File: src/rtl/snappy_ctrl_pkg.sv
// snappy_ctrl_pkg: shared scheduler state encoding and default sizing
package snappy_ctrl_pkg;
    localparam int DEF_NUM_PARSER = 6;
    localparam int DEF_TOKEN_W    = 64;
    localparam int DEF_ID_W       = 8;

    typedef enum logic [1:0] {
        IDLE,
        RUN,
        DRAIN,
        DONE
    } state_t;
endpackage

File: src/rtl/rr_picker.sv
// rr_picker: first free requester at or above ptr, wrapping back to 0
module rr_picker #(
    parameter int N = 6,
    parameter int W = $clog2(N)
) (
    input  logic [N-1:0] free_i,
    input  logic [W-1:0] ptr_i,
    output logic         found_o,
    output logic [N-1:0] onehot_o,
    output logic [W-1:0] idx_o
);
    logic [W-1:0] j;

    // Scan N slots starting at ptr; the first free slot wins
    always_comb begin
        found_o = 1'b0;
        idx_o   = '0;
        j       = '0;
        for (int k = 0; k < N; k++) begin
            j = W'((int'(ptr_i) + k) % N);
            if (!found_o && free_i[j]) begin
                found_o = 1'b1;
                idx_o   = j;
            end
        end
    end

    assign onehot_o = found_o ? (N'(1) << idx_o) : '0;
endmodule

File: src/rtl/parser_scheduler.sv
// parser_scheduler: round-robin token dispatch to parsers with page completion tracking
module parser_scheduler
    import snappy_ctrl_pkg::*;
#(
    parameter int NUM_PARSER = DEF_NUM_PARSER,
    parameter int TOKEN_W    = DEF_TOKEN_W,
    parameter int ID_W       = DEF_ID_W
) (
    input  logic                  clk,
    input  logic                  rst_n,
    input  logic                  start,
    input  logic                  tf_empty,
    input  logic [TOKEN_W-1:0]    tf_dout,
    input  logic                  tf_last,
    output logic                  tf_rd,
    output logic [NUM_PARSER-1:0] ps_valid,
    output logic [TOKEN_W-1:0]    ps_token,
    output logic [ID_W-1:0]       ps_blk_id,
    input  logic [NUM_PARSER-1:0] ps_finish,
    output logic [NUM_PARSER-1:0] busy,
    output logic                  page_input_finish,
    output logic                  page_done,
    output logic                  err
);
    localparam int PW = $clog2(NUM_PARSER);

    state_t                state_q, state_d;
    logic [NUM_PARSER-1:0] busy_q, busy_d, valid_q, valid_d, sel_oh;
    logic [TOKEN_W-1:0]    token_q, token_d;
    logic [ID_W-1:0]       id_q, id_d, blk_q, blk_d;
    logic [PW-1:0]         rr_q, rr_d, sel_idx;
    logic                  pif_q, pif_d, err_q, err_d, found, dispatch, begin_page;

    rr_picker #(.N(NUM_PARSER), .W(PW)) u_pick (
        .free_i   (~busy_q),
        .ptr_i    (rr_q),
        .found_o  (found),
        .onehot_o (sel_oh),
        .idx_o    (sel_idx)
    );

    // A parser finishing this cycle stays busy until next cycle, so only busy_q gates the pick
    assign dispatch   = rst_n && state_q == RUN && !tf_empty && found;
    assign begin_page = state_q == IDLE && start;

    // Next-state for page FSM, dispatch datapath and occupancy
    always_comb begin
        state_d = state_q;
        case (state_q)
            IDLE:    state_d = start ? RUN : IDLE;
            RUN:     state_d = (dispatch && tf_last) ? DRAIN : RUN;
            DRAIN:   state_d = (busy_q == '0) ? DONE : DRAIN;
            default: state_d = IDLE;
        endcase
        busy_d  = (busy_q & ~ps_finish) | (dispatch ? sel_oh : '0);
        valid_d = dispatch ? sel_oh : '0;
        token_d = dispatch ? tf_dout : token_q;
        id_d    = dispatch ? blk_q : id_q;
        blk_d   = begin_page ? '0 : dispatch ? blk_q + 1'b1 : blk_q;
        rr_d    = begin_page ? '0 : !dispatch ? rr_q :
                  (sel_idx == PW'(NUM_PARSER - 1)) ? '0 : sel_idx + 1'b1;
        pif_d   = (dispatch && tf_last) ? 1'b1 : (state_q == DONE) ? 1'b0 : pif_q;
        err_d   = err_q | (|(ps_finish & ~busy_q));
    end

    // State and output registers with synchronous active-low reset
    always_ff @(posedge clk) begin
        if (!rst_n) begin
            state_q <= IDLE;
            busy_q  <= '0;
            valid_q <= '0;
            token_q <= '0;
            id_q    <= '0;
            blk_q   <= '0;
            rr_q    <= '0;
            pif_q   <= 1'b0;
            err_q   <= 1'b0;
        end else begin
            state_q <= state_d;
            busy_q  <= busy_d;
            valid_q <= valid_d;
            token_q <= token_d;
            id_q    <= id_d;
            blk_q   <= blk_d;
            rr_q    <= rr_d;
            pif_q   <= pif_d;
            err_q   <= err_d;
        end
    end

    assign tf_rd             = dispatch;
    assign ps_valid          = valid_q;
    assign ps_token          = token_q;
    assign ps_blk_id         = id_q;
    assign busy              = busy_q;
    assign page_input_finish = pif_q;
    assign page_done         = state_q == DONE;
    assign err               = err_q;
endmodule

File: config.mk
export PLATFORM = sky130hd
export DESIGN_NAME = parser_scheduler
export DESIGN_NICKNAME = d
export VERILOG_FILES = /design/src/rtl/snappy_ctrl_pkg.sv /design/src/rtl/rr_picker.sv /design/src/rtl/parser_scheduler.sv
export SDC_FILE = /design/constraint.sdc
export NUM_CORES = 1
export LEC_CHECK = 0
export BUFFER_PORTS_ARGS = -buffer_cell sky130_fd_sc_hd__buf_2
export CELL_PAD_IN_SITES_DETAIL_PLACEMENT = 1
export CELL_PAD_IN_SITES_GLOBAL_PLACEMENT = 1
export CORE_UTILIZATION = 36
export CTS_CLUSTER_SIZE = 40
export DETAILED_ROUTE_END_ITERATION = 8
export PLACE_DENSITY_LB_ADDON = 0.1
export SLEW_MARGIN = 20
export SYNTH_ARGS = -nofsm -noshare
export SYNTH_HDL_FRONTEND = slang
export SYNTH_SLANG_ARGS = --single-unit
export TNS_END_PERCENT = 30
File: constraint.sdc
create_clock -name clk -period 4.2 [get_ports clk]
set_input_delay 0.21 -clock clk [delete_from_list [all_inputs] [get_ports clk]]
set_output_delay 0.21 -clock clk [all_outputs]
set_load 0.02 [all_outputs]
* Yosys cells after proc, flatten, opt, wreduce, memory -nomap -nowiden
Cells that the tools add are included.
** Storage, ports and cells
- Register bits after elaboration :: 99
- Word-level logic and storage cells :: 94
- Output and inout bits :: 88
- Input bits :: 75
** Operators by class
- Reductions and logical operators :: 21
- Magnitude comparators :: 6
- Multiplexer cells :: 33
- Bitwise gates (word level) :: 7
- Equality and inequality tests :: 4
- Div/mod/pow operators :: 6
- $add $sub $neg :: 7
- Shift operators :: 1
** Operator list (number)
- $mod 32x4->32 const B :: 5
- $mod 4x4->32 const B :: 1
- $lt 3x4->1 const B :: 6
- $mux 3 :: 7
- $bmux 1 s3 :: 6
- $mux 1 :: 16
- $and 6x6->6 :: 2
- $mux 6 :: 2
- $not 6->6 :: 2
- $logic_and 1x1->1 :: 10
- $add 3x2->4 const B :: 2
- $add 3x3->4 const B :: 2
- $add 8x1->8 const B :: 1
- $logic_not 1->1 :: 6
- $logic_not 6->1 :: 1
- $or 6x6->6 :: 1
- $pmux 2 s3 :: 1
- $reduce_or 6->1 :: 1
- $shl 1x3->6 const A :: 1
- $add 3x1->4 const B :: 1
- $eq 2x2->1 const B :: 2
- $add 3x1->3 const B :: 1
- $eq 3x3->1 const B :: 1
- $eq 2x1->1 const B :: 1
- other kinds (6) :: 6

* Logic depth before layout (Yosys ltp)
- Depth after elaboration :: 23
- Mapped depth :: 18
- Mapped depth without buffers :: 16

* Modules after synthesis
A second synthesis with hierarchy kept.
** Unflattened totals
- Cell total of the unflattened synthesis :: 580
- Area, all modules :: 4727.0 µm²
** By module, submodules not included
- parser_scheduler :: cells an instance 443, sequential area each 1981.9 µm², instances 1, area an instance 3716.1 µm²
- rr_picker :: cells an instance 137, sequential area each 0.0 µm², instances 1, area an instance 1011.0 µm²

* Least setup slack after synthesis
No wires, ideal clock.
- Kind :: reg2reg
- Start :: register rr_q[0]
- End :: register rr_q[2]
- Path buffers :: 2
- Stages on the path, launching flop included :: 18
- Library setup time :: 0.104 ns
- Arrival time :: 3.667 ns
- Data required time :: 4.096 ns
- Period minus slack after synthesis :: 3.771 ns
- Setup slack :: 0.429 ns
- Cells stage by stage :: dfxtp_1 buf_6 buf_6 inv_1 ha_1 xor2_2 inv_2 ha_1 nand2b_1 or3_1 a21oi_1 a211oi_1 o2111a_2 a31o_2 mux2_2 nor2_1 ha_1 a2111oi_2
** Between the ends
- Word-level cells in the longest chain between the ends :: 21
- Elaborated cells on any way between the ends :: 49
- Those cells by class :: add/sub: 6; div: 6; eq/ne: 1; mux: 25; reduce/logical: 11
** Ends and longest elaborated chain
- from (decl) :: line parser_scheduler.sv:31 : logic [PW-1:0] rr_q, rr_d, sel_idx;
- from (signal assigned) :: line parser_scheduler.sv:85 : rr_q <= rr_d;
- parallel branches: the longest is 21 deep, another holds $mod 32x4->32
Several ways; the timed one is not identified. The select of a mux whose other input is x is not followed.
A chain may end at the register's enable or synchronous reset.

* Final worst setup path
- Start :: register rr_q[1]
- End :: register rr_q[2]
Same word-level chain as after synthesis.

==> impl_metrics.toml <==
[setup_path]
cp-end-kind = "flop"
cp_common_cell = "ha_1"
start_kind = "flop"
crit_path_top_delay_cell = "dfxtp_1"
crit_type = "flop to flop"
crit_required_ps = 4440
crit_chain = "ha_1, xor2_2, inv_1, ha_1, nand2b_1, o2111a_1, or3_1, a22oi_2, o21bai_1, a31o_2, mux2_2, nor2_1, ha_1, a2111oi_2"
slowest_delay_ps = 450
cp_max_fo = 7
arrival_ps = 4230

[detailed_routing]
first_pass_iters = 4
dr_total_vias = 4520
drc = 0
drtAntennaViolNets = 0
first_iter_violations = 183
wl_per_cell_um = 15.2
vias_per_cell = 4.97
wl_mm = 13.8

[outcome]
outcome = "finished, final reports clean"

[cts]
htree_levels = 3
path_clk_slew_ps = 70
cts_buffers = 9
cts_tree = "built"
clk-insertion-delay-late_ps = 350
ctsHoldBuffers = 0
clockRootBuffer = "clkbuf_16"
clock-sinks = 99
cts_buffer_depth = 2

[grt]
antenna_found_initial = 1
gr-total-overflow = 0
grt_use_total = 0.207
grt_max_degree = 85
grt_pass1_vias = 4381
grt_pass1_wl_mm = 21.4

[floorplan]
io_pins = 163
die_w_um = 116
start_util = 0.368
std_cell_rows = 41
die-area_um2 = 13400
core-area_um2 = 12600
die_h_um = 116

[run]
drv_cap = 0

[logic_synthesis]
postSynthCellCount = 572
seq_area_frac_synth = 0.427
netlist_area_um2 = 4650
async_flop_share = 0
synth_edf_count = 0
synth-warning-count = 0
synth_cell_type_count = 65
syn_nets = 662
synth_seq_cells = 99
synthFlopType = "dfxtp_1"
avgSynthCellArea_um2 = 8.12

[power_and_ir_drop]
leakage_nw = 2.59
total_power_mw = 2.18
p_per_area_nw_per_um2 = 361
ir_drop_mv = 0.196

[timing]
max_freq_ghz = 0.251
tns_ps = 0
fin_skew_ps = 5.81
layout_setup_ws_ps = 214
slew_headroom = 0.372
slew_viol_final = 0
layout_min_cycle_time_ps = 3990
rsz0062_at_grt = "no"
hold_viol = 0
period_share = 0.949
setup_viol = 0
worst_pin_slew_ps = 930

[layout]
syn_to_final_growth_pct = 30.0
finalInstanceArea_um2 = 6040
nNetsFinal = 821
layout-drive-gt1-share = 0.310

[placed_design]
dp_hpwl_mm = 10.2
placed_cell_area_um2 = 5650
place.gp.congestion = 0.914
place_ws_ps = 68.9
portBuffers = 162

[worst_hold_path]
hold_class = "input port to flop"
## layout by cell type, fill, tap and decap left out, types with 6 or more instances in the layout
cell       instances
nand3_1           11
nand2_1          159
o21ai_0           86
xnor2_1            6
nor2b_1            7
mux2i_1           10
dfxtp_1           98
nor3_1             8
a21oi_1           13
inv_1             14
buf_4             14
nor2_1            17
or3_1              8
buf_2            162
ha_1              14
clkbuf_16         10
## final timing paths
kind / start / to / slack [ps] / depth (start not counted)
worst max-delay path: rr_q[1] / rr_q[2] / 210 / 14
worst min-delay path: tf_dout[20] / ps_token[20] / 50 / 3
worst max register to register: rr_q[1] / rr_q[2] / 210 / 14
worst min register to register: ps_token[48] / ps_token[48] / 450 / 2
## synth_stat cells, drive strengths merged, types with 3 or more instances
| cell | number | share of area |
|---|---|---|
| a211oi | 3 | 0.0059 |
| a21boi | 3 | 0.0048 |
| a21oi | 14 | 0.016 |
| a31o | 3 | 0.0057 |
| a31oi | 4 | 0.010 |
| and2 | 3 | 0.0040 |
| buf | 14 | 0.020 |
| clkbuf | 17 | 0.014 |
| dfxtp | 99 | 0.43 |
| ha | 15 | 0.040 |
| inv | 18 | 0.015 |
| mux2 | 5 | 0.013 |
| mux2i | 11 | 0.026 |
| nand2 | 160 | 0.13 |
| nand2b | 4 | 0.0054 |
| nand3 | 11 | 0.012 |
| nand3b | 3 | 0.0048 |
| nand4 | 4 | 0.0086 |
| nor2 | 17 | 0.014 |
| nor2b | 7 | 0.0094 |
| nor3 | 11 | 0.016 |
| o211ai | 3 | 0.0048 |
| o21a | 4 | 0.0065 |
| o21ai | 91 | 0.098 |
| o21bai | 4 | 0.0065 |
| o22ai | 3 | 0.0040 |
| or3 | 8 | 0.011 |
| xnor2 | 6 | 0.011 |
| xor2 | 5 | 0.013 |
## layout make-up
type                    instances  area [um^2]
fillers                      1608         6580
clock buffers                  11          233
clock inverters                 5         85.1
diodes                          1         2.50
multi-input cells             424         2470
inverters                      18         67.6
well taps                     172          215
repair buffers                179          981
flip-flops and latches         99         1980
## kinds of logic (layout without fill, tap and decap cells)
group,after synthesis,count (layout),share of synthesized area
other,0,1,0
and+or+nand+nor,234,234,0.224
buffers and inverters,49,213,0.0479
muxes,16,16,0.0393
AOI/OAI and AO/OA,148,148,0.198
adders and majority gates,15,15,0.0404
xor gates and xnor gates,11,11,0.0240
DFF,99,99,0.427
## power breakdown
group	switching (mW)	internal, mW	leakage, nW
registers	0.0198	0.973	0.804
logic	0.179	0.111	1.63
clock network	0.372	0.528	0.156
total	0.571	1.61	2.59
## layer usage
metal,vias to the layer above,wire length [um],global-route usage
met3,25,947,0.0669
met1,2097,6030,0.252
met2,128,6490,0.335
li1,2270,-,-
met4,0,327,0.0909
met5,-,0,0
## worst max-delay path: cells and delay by family, from the launching register on
family	cells	cell delay [ps]
buffers and inverters	1	120
DFF	1	450
xor gates and xnor gates	1	180
adders and majority gates	3	930
and+or+nand+nor	3	650
muxes	1	290
AOI/OAI and AO/OA	5	1260
## registers in the layout (all words and copies together) (netlist names)
name               flops
ps_token              64
blk_q                  8
ps_blk_id              8
busy                   6
ps_valid               6
rr_q                   3
state_q                2
err                    1
page_input_finish      1
## stage by stage
| stage | hold WS (ps) | std cells | utilization |
|---|---|---|---|
| final | 53.1 | 909 | 0.479 |
| after global routing | 52.4 | 908 | 0.478 |
| after CTS | 39.5 | 906 | 0.473 |
| after detailed placement | 411 | 889 | 0.447 |
| after global placement | 402 | 889 | 0.447 |
| after floorplan | 304 | 572 | - |
## what timing repair did
item | in CTS | in global routing
hold endpoints to repair | 0 | 0
gates cloned | 0 | 1
gates resized for setup | 0 | 8
endpoints found under the setup margin | 1 | 19
pin swaps | 1 | 1
setup buffers | 1 | 1
Power figures use the tool's default switching activity.
